$ cat config.mk
export PLATFORM = sky130hd
export DESIGN_NAME = axi4_lite_master
export DESIGN_NICKNAME = d
export VERILOG_FILES = /design/src/rtl/axi4_lite_master.sv
export SDC_FILE = /design/constraint.sdc
export NUM_CORES = 1
export LEC_CHECK = 0
export BUFFER_PORTS_ARGS = -buffer_cell sky130_fd_sc_hd__buf_2
export CORE_MARGIN = 3
export CORE_UTILIZATION = 44
export CTS_BUF_LIST = sky130_fd_sc_hd__clkbuf_4
export CTS_CLUSTER_DIAMETER = 40
export DETAILED_ROUTE_END_ITERATION = 10
export GPL_TIMING_DRIVEN = 0
export PLACE_DENSITY = 0.79
export SETUP_SLACK_MARGIN = 0.05
export SLEW_MARGIN = 20
export SYNTH_ARGS = -nofsm -noshare
export SYNTH_HDL_FRONTEND = slang
export SYNTH_SLANG_ARGS = --single-unit
$ cat constraint.sdc
create_clock -name M_AXI_ACLK -period 1.6 [get_ports M_AXI_ACLK]
set_input_delay 0 -clock M_AXI_ACLK [delete_from_list [all_inputs] [get_ports M_AXI_ACLK]]
set_output_delay 0 -clock M_AXI_ACLK [all_outputs]
set_load 0.01 [all_outputs]
$ cat src/rtl/axi4_lite_master.sv
// Single-outstanding AXI4-Lite master driven by a simple command/response handshake.
// Define AXI_MASTER_TIMEOUT_EN to add the sticky response watchdog and its timeout output.
module axi4_lite_master #(
    parameter int unsigned TIMEOUT_CYCLES = 255
) (
    input  logic        M_AXI_ACLK,
    input  logic        M_AXI_ARESETN,
    input  logic        cmd_valid,
    output logic        cmd_ready,
    input  logic        cmd_write,
    input  logic [31:0] cmd_addr,
    input  logic [31:0] cmd_wdata,
    input  logic [3:0]  cmd_wstrb,
    output logic        rsp_valid,
    output logic        rsp_write,
    output logic [31:0] rsp_rdata,
    output logic [1:0]  rsp_resp,
`ifdef AXI_MASTER_TIMEOUT_EN
    output logic        timeout,
`endif
    output logic [31:0] M_AXI_AWADDR,
    output logic        M_AXI_AWVALID,
    input  logic        M_AXI_AWREADY,
    output logic [31:0] M_AXI_WDATA,
    output logic [3:0]  M_AXI_WSTRB,
    output logic        M_AXI_WVALID,
    input  logic        M_AXI_WREADY,
    input  logic [1:0]  M_AXI_BRESP,
    input  logic        M_AXI_BVALID,
    output logic        M_AXI_BREADY,
    output logic [31:0] M_AXI_ARADDR,
    output logic        M_AXI_ARVALID,
    input  logic        M_AXI_ARREADY,
    input  logic [31:0] M_AXI_RDATA,
    input  logic [1:0]  M_AXI_RRESP,
    input  logic        M_AXI_RVALID,
    output logic        M_AXI_RREADY
);

    if (TIMEOUT_CYCLES == 0 || TIMEOUT_CYCLES > 65535) begin : g_bad_timeout
        $error("TIMEOUT_CYCLES must be in 1..65535");
    end

    typedef enum logic [2:0] {StIdle, StWrReq, StWrResp, StRdReq, StRdResp} state_e;

    state_e      state_q, state_d;
    logic        cmd_ready_q, cmd_ready_d;
    logic        rsp_valid_q, rsp_valid_d;
    logic        rsp_write_q, rsp_write_d;
    logic [31:0] rsp_rdata_q, rsp_rdata_d;
    logic [1:0]  rsp_resp_q, rsp_resp_d;
    logic [31:0] awaddr_q, awaddr_d;
    logic        awvalid_q, awvalid_d;
    logic [31:0] wdata_q, wdata_d;
    logic [3:0]  wstrb_q, wstrb_d;
    logic        wvalid_q, wvalid_d;
    logic        bready_q, bready_d;
    logic [31:0] araddr_q, araddr_d;
    logic        arvalid_q, arvalid_d;
    logic        rready_q, rready_d;
    logic        accept;

    // cmd_ready_q is only ever set while idle, so it alone qualifies acceptance.
    assign accept = cmd_valid && cmd_ready_q;

    always_comb begin
        state_d     = state_q;
        cmd_ready_d = cmd_ready_q;
        rsp_valid_d = 1'b0;
        rsp_write_d = rsp_write_q;
        rsp_rdata_d = rsp_rdata_q;
        rsp_resp_d  = rsp_resp_q;
        awaddr_d    = awaddr_q;
        awvalid_d   = awvalid_q;
        wdata_d     = wdata_q;
        wstrb_d     = wstrb_q;
        wvalid_d    = wvalid_q;
        bready_d    = bready_q;
        araddr_d    = araddr_q;
        arvalid_d   = arvalid_q;
        rready_d    = rready_q;

        unique case (state_q)
            StIdle: begin
                cmd_ready_d = 1'b1;
                if (accept) begin
                    cmd_ready_d = 1'b0;
                    if (cmd_write) begin
                        state_d   = StWrReq;
                        awaddr_d  = cmd_addr;
                        wdata_d   = cmd_wdata;
                        wstrb_d   = cmd_wstrb;
                        awvalid_d = 1'b1;
                        wvalid_d  = 1'b1;
                    end else begin
                        state_d   = StRdReq;
                        araddr_d  = cmd_addr;
                        arvalid_d = 1'b1;
                    end
                end
            end
            StWrReq: begin
                // AW and W channels retire independently; move on once both are done.
                awvalid_d = awvalid_q && !M_AXI_AWREADY;
                wvalid_d  = wvalid_q && !M_AXI_WREADY;
                if (!awvalid_d && !wvalid_d) begin
                    state_d  = StWrResp;
                    bready_d = 1'b1;
                end
            end
            StWrResp: begin
                if (M_AXI_BVALID && bready_q) begin
                    state_d     = StIdle;
                    bready_d    = 1'b0;
                    cmd_ready_d = 1'b1;
                    rsp_valid_d = 1'b1;
                    rsp_write_d = 1'b1;
                    rsp_resp_d  = M_AXI_BRESP;
                    rsp_rdata_d = '0;
                end
            end
            StRdReq: begin
                if (M_AXI_ARREADY && arvalid_q) begin
                    state_d   = StRdResp;
                    arvalid_d = 1'b0;
                    rready_d  = 1'b1;
                end
            end
            StRdResp: begin
                if (M_AXI_RVALID && rready_q) begin
                    state_d     = StIdle;
                    rready_d    = 1'b0;
                    cmd_ready_d = 1'b1;
                    rsp_valid_d = 1'b1;
                    rsp_write_d = 1'b0;
                    rsp_resp_d  = M_AXI_RRESP;
                    rsp_rdata_d = M_AXI_RDATA;
                end
            end
            default: state_d = StIdle;
        endcase
    end

    always_ff @(posedge M_AXI_ACLK or negedge M_AXI_ARESETN) begin
        if (!M_AXI_ARESETN) begin
            state_q     <= StIdle;
            cmd_ready_q <= 1'b0;
            rsp_valid_q <= 1'b0;
            rsp_write_q <= 1'b0;
            rsp_rdata_q <= '0;
            rsp_resp_q  <= '0;
            awaddr_q    <= '0;
            awvalid_q   <= 1'b0;
            wdata_q     <= '0;
            wstrb_q     <= '0;
            wvalid_q    <= 1'b0;
            bready_q    <= 1'b0;
            araddr_q    <= '0;
            arvalid_q   <= 1'b0;
            rready_q    <= 1'b0;
        end else begin
            state_q     <= state_d;
            cmd_ready_q <= cmd_ready_d;
            rsp_valid_q <= rsp_valid_d;
            rsp_write_q <= rsp_write_d;
            rsp_rdata_q <= rsp_rdata_d;
            rsp_resp_q  <= rsp_resp_d;
            awaddr_q    <= awaddr_d;
            awvalid_q   <= awvalid_d;
            wdata_q     <= wdata_d;
            wstrb_q     <= wstrb_d;
            wvalid_q    <= wvalid_d;
            bready_q    <= bready_d;
            araddr_q    <= araddr_d;
            arvalid_q   <= arvalid_d;
            rready_q    <= rready_d;
        end
    end

    assign cmd_ready     = cmd_ready_q;
    assign rsp_valid     = rsp_valid_q;
    assign rsp_write     = rsp_write_q;
    assign rsp_rdata     = rsp_rdata_q;
    assign rsp_resp      = rsp_resp_q;
    assign M_AXI_AWADDR  = awaddr_q;
    assign M_AXI_AWVALID = awvalid_q;
    assign M_AXI_WDATA   = wdata_q;
    assign M_AXI_WSTRB   = wstrb_q;
    assign M_AXI_WVALID  = wvalid_q;
    assign M_AXI_BREADY  = bready_q;
    assign M_AXI_ARADDR  = araddr_q;
    assign M_AXI_ARVALID = arvalid_q;
    assign M_AXI_RREADY  = rready_q;

`ifdef AXI_MASTER_TIMEOUT_EN
    // The flag is registered, so matching one count early makes it rise exactly
    // TIMEOUT_CYCLES cycles after acceptance.
    localparam logic [15:0] TimeoutHit = 16'(TIMEOUT_CYCLES - 1);

    logic [15:0] cnt_q, cnt_d;
    logic        timeout_q, timeout_d;
    logic        hit;

    always_comb begin
        cnt_d = cnt_q;
        if (accept) begin
            cnt_d = '0;
        end else if (state_q != StIdle && cnt_q != 16'hFFFF) begin
            cnt_d = cnt_q + 16'd1;
        end
        hit       = (state_d != StIdle) && (cnt_d == TimeoutHit);
        timeout_d = accept ? hit : (timeout_q || hit);
    end

    always_ff @(posedge M_AXI_ACLK or negedge M_AXI_ARESETN) begin
        if (!M_AXI_ARESETN) begin
            cnt_q     <= '0;
            timeout_q <= 1'b0;
        end else begin
            cnt_q     <= cnt_d;
            timeout_q <= timeout_d;
        end
    end

    assign timeout = timeout_q;
`endif

endmodule

# Word-level counts from Yosys, hierarchy flattened
# Index checks and enable logic that the tools add are counted.
# W data, S select, Z words.
# op_classes
n_eq_ne,11
n_reduce_logical,27
mux,35
bitwise_logic,1
# ops
cell,n
$mux W32,2
$pmux W32 S2,1
$reduce_and A3 Y1,7
$mux W3,5
$pmux W3 S5,1
$mux W1,14
$ne A2 B2 Y1 const B,7
$pmux W1 S2,7
$reduce_bool A2 Y1,5
$logic_and A1 B1 Y1,7
$eq A3 B2 Y1 const B,2
$mux W2,3
$reduce_and A5 Y1,1
$logic_not A1 Y1,4
$pmux W2 S2,1
$reduce_and A4 Y1,1
$eq A3 B1 Y1 const B,1
$eq A3 B3 Y1 const B,1
$logic_not A3 Y1,1
$pmux W1 S3,1
$reduce_bool A3 Y1,1
$not A1 Y1,1
# word_totals
output_inout_bits,142
elab_cells,89
input_bits,113
regBits,145

# Depth between registers and ports, before layout
# logic_depth
ltp_word,6
depth_mapped,7
depth_no_buf,4

# Worst setup path before layout
# No wires, ideal clock.
# synth_timing
path_kind,register to register
startpoint,register state_q[0]
endpoint,register araddr_q[10] (netlist: M_AXI_ARADDR[10])
setup_time_ns,0.125
stages_incl_launch_ff,8
period_less_slack_ns,1.680
path_buffers,3
required_ns,1.475
arrival_ns,1.554
setup_slack_ns,-0.080
cell_sequence,dfrtp_1 buf_6 nor3_2 and2b_1 and2b_1 buf_6 buf_12 mux2_4
# synth_between
elab_chain_cells,2
# synth_lines
item,line,rtl
from (decl),46,"state_e state_q, state_d;"
from (signal assigned),146,state_q <= StIdle;
from (signal assigned),162,state_q <= state_d;
$logic_not A3 Y1,83,unique case (state_q)
$reduce_and A3 Y1 (no source line),n/a,
to (signal assigned),174,araddr_q <= araddr_d;
to (decl),58,"logic [31:0] araddr_q, araddr_d;"
# Every way passes these cells.
# A chain may end at the register's enable or synchronous reset.

# Final worst setup path
# layout_timing
startpoint,register state_q[0]
endpoint,register araddr_q[0] (netlist: M_AXI_ARADDR[0])
# Same word-level chain as after synthesis.

==> impl_table.tex <==
\begin{tabular}{lr}
\hline
Metric & Value \\
\hline
\multicolumn{2}{l}{\textbf{Timing}} \\
\quad Share of the clock period used by the worst path after layout & 112\% \\
\quad Post-layout worst setup margin & -188 ps \\
\quad Worst Clk Skew & roughly 13 ps \\
\quad Final hold violation count & 0 \\
\quad Worst slew slack as a fraction of its limit & between 60 and 70\% \\
\quad Max Clock Freq & roughly 0.56 GHz \\
\quad Max-slew violation count & 0 \\
\quad Clock period minus final worst setup slack & around 1800 ps \\
\quad Count of final setup violators & around 130 \\
\quad Worst-Margin Slew & $\sim$490 ps \\
\quad Setup\_tns & -15,730 ps \\
\quad RSZ-0062 raised after global routing & true \\
\multicolumn{2}{l}{\textbf{Yosys}} \\
\quad Total of flip-flops plus latches after synthesis & about 150 \\
\quad Cell variety after synth & 34 \\
\quad Synth Flop Type & dfrtp\_1 \\
\quad Sequential fraction of the synthesis area & between 60\% and 70\% \\
\quad Number of synthesized flops with an enable pin & 0 \\
\quad Number of warnings issued by yosys & 0 \\
\quad Mean instance size in the synthesized netlist & $\sim$16 um\^{}2 \\
\quad Number of instances in the synthesized netlist & 346 \\
\quad Synth Cell Area & between 0.005 and 0.006 mm\^{}2 \\
\quad Async SR Flop Fraction & between 90\% and 100\% \\
\quad Post-synthesis net count & $\sim$460 \\
\multicolumn{2}{l}{\textbf{Route}} \\
\quad Total Routed Length & $\sim$17 mm \\
\quad Post-DR wirelength/cell & roughly 19 um \\
\quad Routed via count divided by cell count & approximately 5.0 \\
\quad Number of design-rule violations left by the first detailed-router iteration & $\sim$220 \\
\quad Vias post-DR & roughly 4,700 \\
\quad Remaining routing DRC violations & 0 \\
\quad Detailed-router iteration count before antenna repair & 4 \\
\quad Antenna viol nets, final & 0 \\
\multicolumn{2}{l}{\textbf{Die}} \\
\quad Ports placed on the boundary & between 200 and 300 \\
\quad Area of the die & roughly 0.014 mm\^{}2 \\
\quad Effective utilization at floorplan & about 46\% \\
\quad Standard-cell row count & 40 \\
\quad Die boundary height & roughly 120 um \\
\quad Horiz. Die Dim & 119 um \\
\quad Area of the placeable core & approximately 0.012 mm\^{}2 \\
\multicolumn{2}{l}{\textbf{Worst setup path}} \\
\quad Biggest fanout along the worst timing path & 8 \\
\quad Cell-by-cell trace of the critical path & buf\_6 > nor3\_4 > and2b\_2 > and2b\_1 > buf\_12 > buf\_4 > mux2\_2 \\
\quad Register-to-register setup slack & -190 ps \\
\quad Delay of the slowest cell on the worst path & around 400 ps \\
\quad Data arrival time of the critical path & 2230 ps \\
\quad Required time of the worst setup path & roughly 2000 ps \\
\quad Crit path kind & reg -> reg \\
\quad Top Family by Delay on Critical Path & simple AND/OR/NAND/NOR gates \\
\quad Worst r2r src & state\_q[0] \\
\quad Critical Path Slowest Stage Cell & dfrtp\_1 \\
\quad Worst R2R Path Depth & 7 \\
\quad Category of the worst setup path launch point & flop \\
\quad Capturing point of the worst reg2reg path & M\_AXI\_ARADDR[0] \\
\quad Critical path buffers and inverters & 3 \\
\quad Worst setup EP type & flop \\
\multicolumn{2}{l}{\textbf{Min path}} \\
\quad Endpoint of the worst hold-timing path & M\_AXI\_WVALID \\
\quad Class of the tightest hold or removal check & in -> reg \\
\quad Hold Crit Start & M\_AXI\_WREADY \\
\quad Hold Crit Depth & 3 \\
\multicolumn{2}{l}{\textbf{Final layout}} \\
\quad Fin area & around 0.009 mm\^{}2 \\
\quad Final standard cell utilization of the core & roughly three quarters \\
\quad Syn-to-layout area delta & 61.3\% \\
\quad Filler Cells Inserted & around 760 \\
\quad Multi-input combinational cell area & roughly 0.0019 mm\^{}2 \\
\quad Net count, final & between 800 and 900 \\
\quad Fraction of final layout cells sized beyond drive strength 1 & 51.0\% \\
\quad Seq. cell area & between 0.003 and 0.004 mm\^{}2 \\
\quad Non-filler cells in the finished layout & 936 \\
\multicolumn{2}{l}{\textbf{Run}} \\
\quad Max-cap violation count & 0 \\
\multicolumn{2}{l}{\textbf{Clock tree}} \\
\quad CTS tree & done \\
\quad Buffers from clock root to sink, at most & 2 \\
\quad Cell at the root of the clock tree & clkbuf\_4 \\
\quad Worst-skew pair later-pin latency & 530 ps \\
\quad Number of H-tree levels & 4 \\
\quad Number of CTS-inserted buffers & 17 \\
\quad Clock Pin Slew Worst Setup and Hold Paths & 130 ps \\
\quad Clock sink total & between 100 and 150 \\
\multicolumn{2}{l}{\textbf{Placed design}} \\
\quad Hpwl dp & 10.1 mm \\
\quad Placement-stage worst setup slack & -243 ps \\
\quad Placed inst area & between 0.007 and 0.008 mm\^{}2 \\
\quad Weighted congestion reported at the end of routability-driven placement & 0.798 \\
\quad Number of input and output port buffers inserted & 254 \\
\quad Number of placed instances with taps included & slightly below 800 \\
\multicolumn{2}{l}{\textbf{GRT}} \\
\quad Global router's overall resource usage & roughly a quarter \\
\quad Via count of the first global-routing pass & about 5,200 \\
\quad GRT overflow & 0 \\
\quad Largest net degree at the start of global routing & 82 \\
\quad Initial antenna violation count & 1 \\
\quad Wire length of the first global-routing pass & 27.1 mm \\
\multicolumn{2}{l}{\textbf{Outcome}} \\
\quad Violated checks & negative setup slack \\
\quad Run status & finished with violations \\
\multicolumn{2}{l}{\textbf{Pwr}} \\
\quad Leakage Power & between 5 and 6 nW \\
\quad Worst IR drop on VDD & approximately 0.53 mV \\
\quad Total power divided by cell area & 747 mW/mm\^{}2 \\
\hline
\end{tabular}
==> layout by cell type, fill, tap and decap left out, types with 2 or more instances in the layout <==
cell             n
o21ai_1          2
inv_1            5
nand2b_1         2
buf_4           11
nand2_1          5
clkbuf_4        20
buf_16           2
a22o_1          32
bufinv_16        4
mux2_4          31
and2_1           2
nor3b_4          2
clkbuf_16        4
mux2i_1          2
clkinv_4         3
clkinv_2         2
inv_6            2
a21o_1           2
nor2_1           2
buf_6            9
dfrtp_1        144
mux2_1          52
nor2b_1          2
buf_8            8
buf_12           4
buf_2          256
mux2_2          18
a22oi_2          3
dlygate4sd3_1  113
==> how the worst max path moves through the flow <==
stage	slack, ps	startpoint	to	cells past startpoint
after floorplan	-80	state_q[1]	M_AXI_ARADDR[10]	7
after global routing	-240	state_q[1]	M_AXI_ARADDR[5]	7
after detailed placement	-240	state_q[1]	M_AXI_ARADDR[24]	7
after CTS	-190	state_q[1]	M_AXI_ARADDR[4]	7
after global placement	-1330	M_AXI_ARESETN	M_AXI_WDATA[12]	1
final	-190	state_q[0]	M_AXI_ARADDR[0]	7
==> final cells by class <==
cell class                      instances  share of cell area (%)
Antenna cell                            1                  0.0276
Buffer                                 20                    2.95
Clock buffer                           20                    1.65
Clock inverter                         12                    2.00
Inverter                                5                   0.207
Multi-Input combinational cell        177                    20.9
Sequential cell                       145                    40.0
Tap cell                              168                    2.32
Timing Repair Buffer                  388                    29.9
==> cell usage after synthesis, drive strengths merged, types with 2 or more instances <==
master  count  area [um^2]
nor2        2         7.51
a22oi       4         35.0
nand2       7         28.8
o21ai       3         15.0
nor2b       2         12.5
nor3b       4         41.3
inv         5         18.8
a22o       32          280
a211oi      2         15.0
mux2      101         1250
a21o        2         15.0
nand2b      2         12.5
dfrtp     145         3630
and2        4         25.0
and2b       2         15.0
buf        20          160
mux2i       2         20.0
==> per-stage QoR <==
step | power (mW) | hold WS, ps
6_report | 6.78 | 190
5_1_grt | 7.08 | 136
4_1_cts | 6.83 | 126
3_5_place_dp | 3.97 | -27.4
3_3_place_gp | 3.95 | 195
2_1_floorplan | 3.75 | -296
==> metal layers <==
metal | global-route usage [%] | wire length, um
met5 | 0 | 0
met2 | 43.0 | 9130
met1 | 27.9 | 6670
met3 | 7.79 | 1330
met4 | 8.40 | 307
==> worst register-to-register path: cells and delay by family (launching register included) <==
| kind | cells | cell delay [ps] |
|---|---|---|
| multiplexers | 1 | 330 |
| buffers and inverters | 3 | 450 |
| AND/OR/NAND/NOR | 3 | 540 |
| flip-flops | 1 | 400 |
==> flip-flops by register name (all words and copies together), names as in the netlist <==
| name | count |
|---|---|
| M_AXI_ARADDR | 32 |
| M_AXI_ARVALID | 1 |
| M_AXI_AWADDR | 32 |
| M_AXI_AWVALID | 1 |
| M_AXI_BREADY | 1 |
| M_AXI_RREADY | 1 |
| M_AXI_WDATA | 32 |
| M_AXI_WSTRB | 4 |
| M_AXI_WVALID | 1 |
| cmd_ready | 1 |
| rsp_rdata | 32 |
| rsp_resp | 2 |
| rsp_valid | 1 |
| rsp_write | 1 |
| state_q | 3 |
==> cell families (layout without fill, tap and decap cells) <==
family	Yosys count	after routing	share of synthesized area (%)
mux	103	103	22.5
buf+inv	25	445	3.18
simple gates	27	28	3.07
other cells	0	1	0
compound gates	46	46	6.78
flops	145	145	64.5
==> where the power goes <==
| group | total (mW) | internal [mW] | switching (mW) | leakage, nW |
|---|---|---|---|---|
| Clock | 2.64 | 1.31 | 1.34 | 0.178 |
| Sequential | 3.66 | 3.66 | 0 | 2.00 |
| Combinational | 0.474 | 0.292 | 0.182 | 2.94 |
| Total | 6.78 | 5.26 | 1.52 | 5.12 |
==> repair_timing <==
action                                  CTS  global route
setup buffers                            12             4
pin swaps                                 2             3
cloned                                    2             5
hold buffers                            113             0
endpoints found under the hold margin   289             0
gates resized for setup                  21            28
endpoints found under the setup margin  140           143
Power figures use the tool's default switching activity.
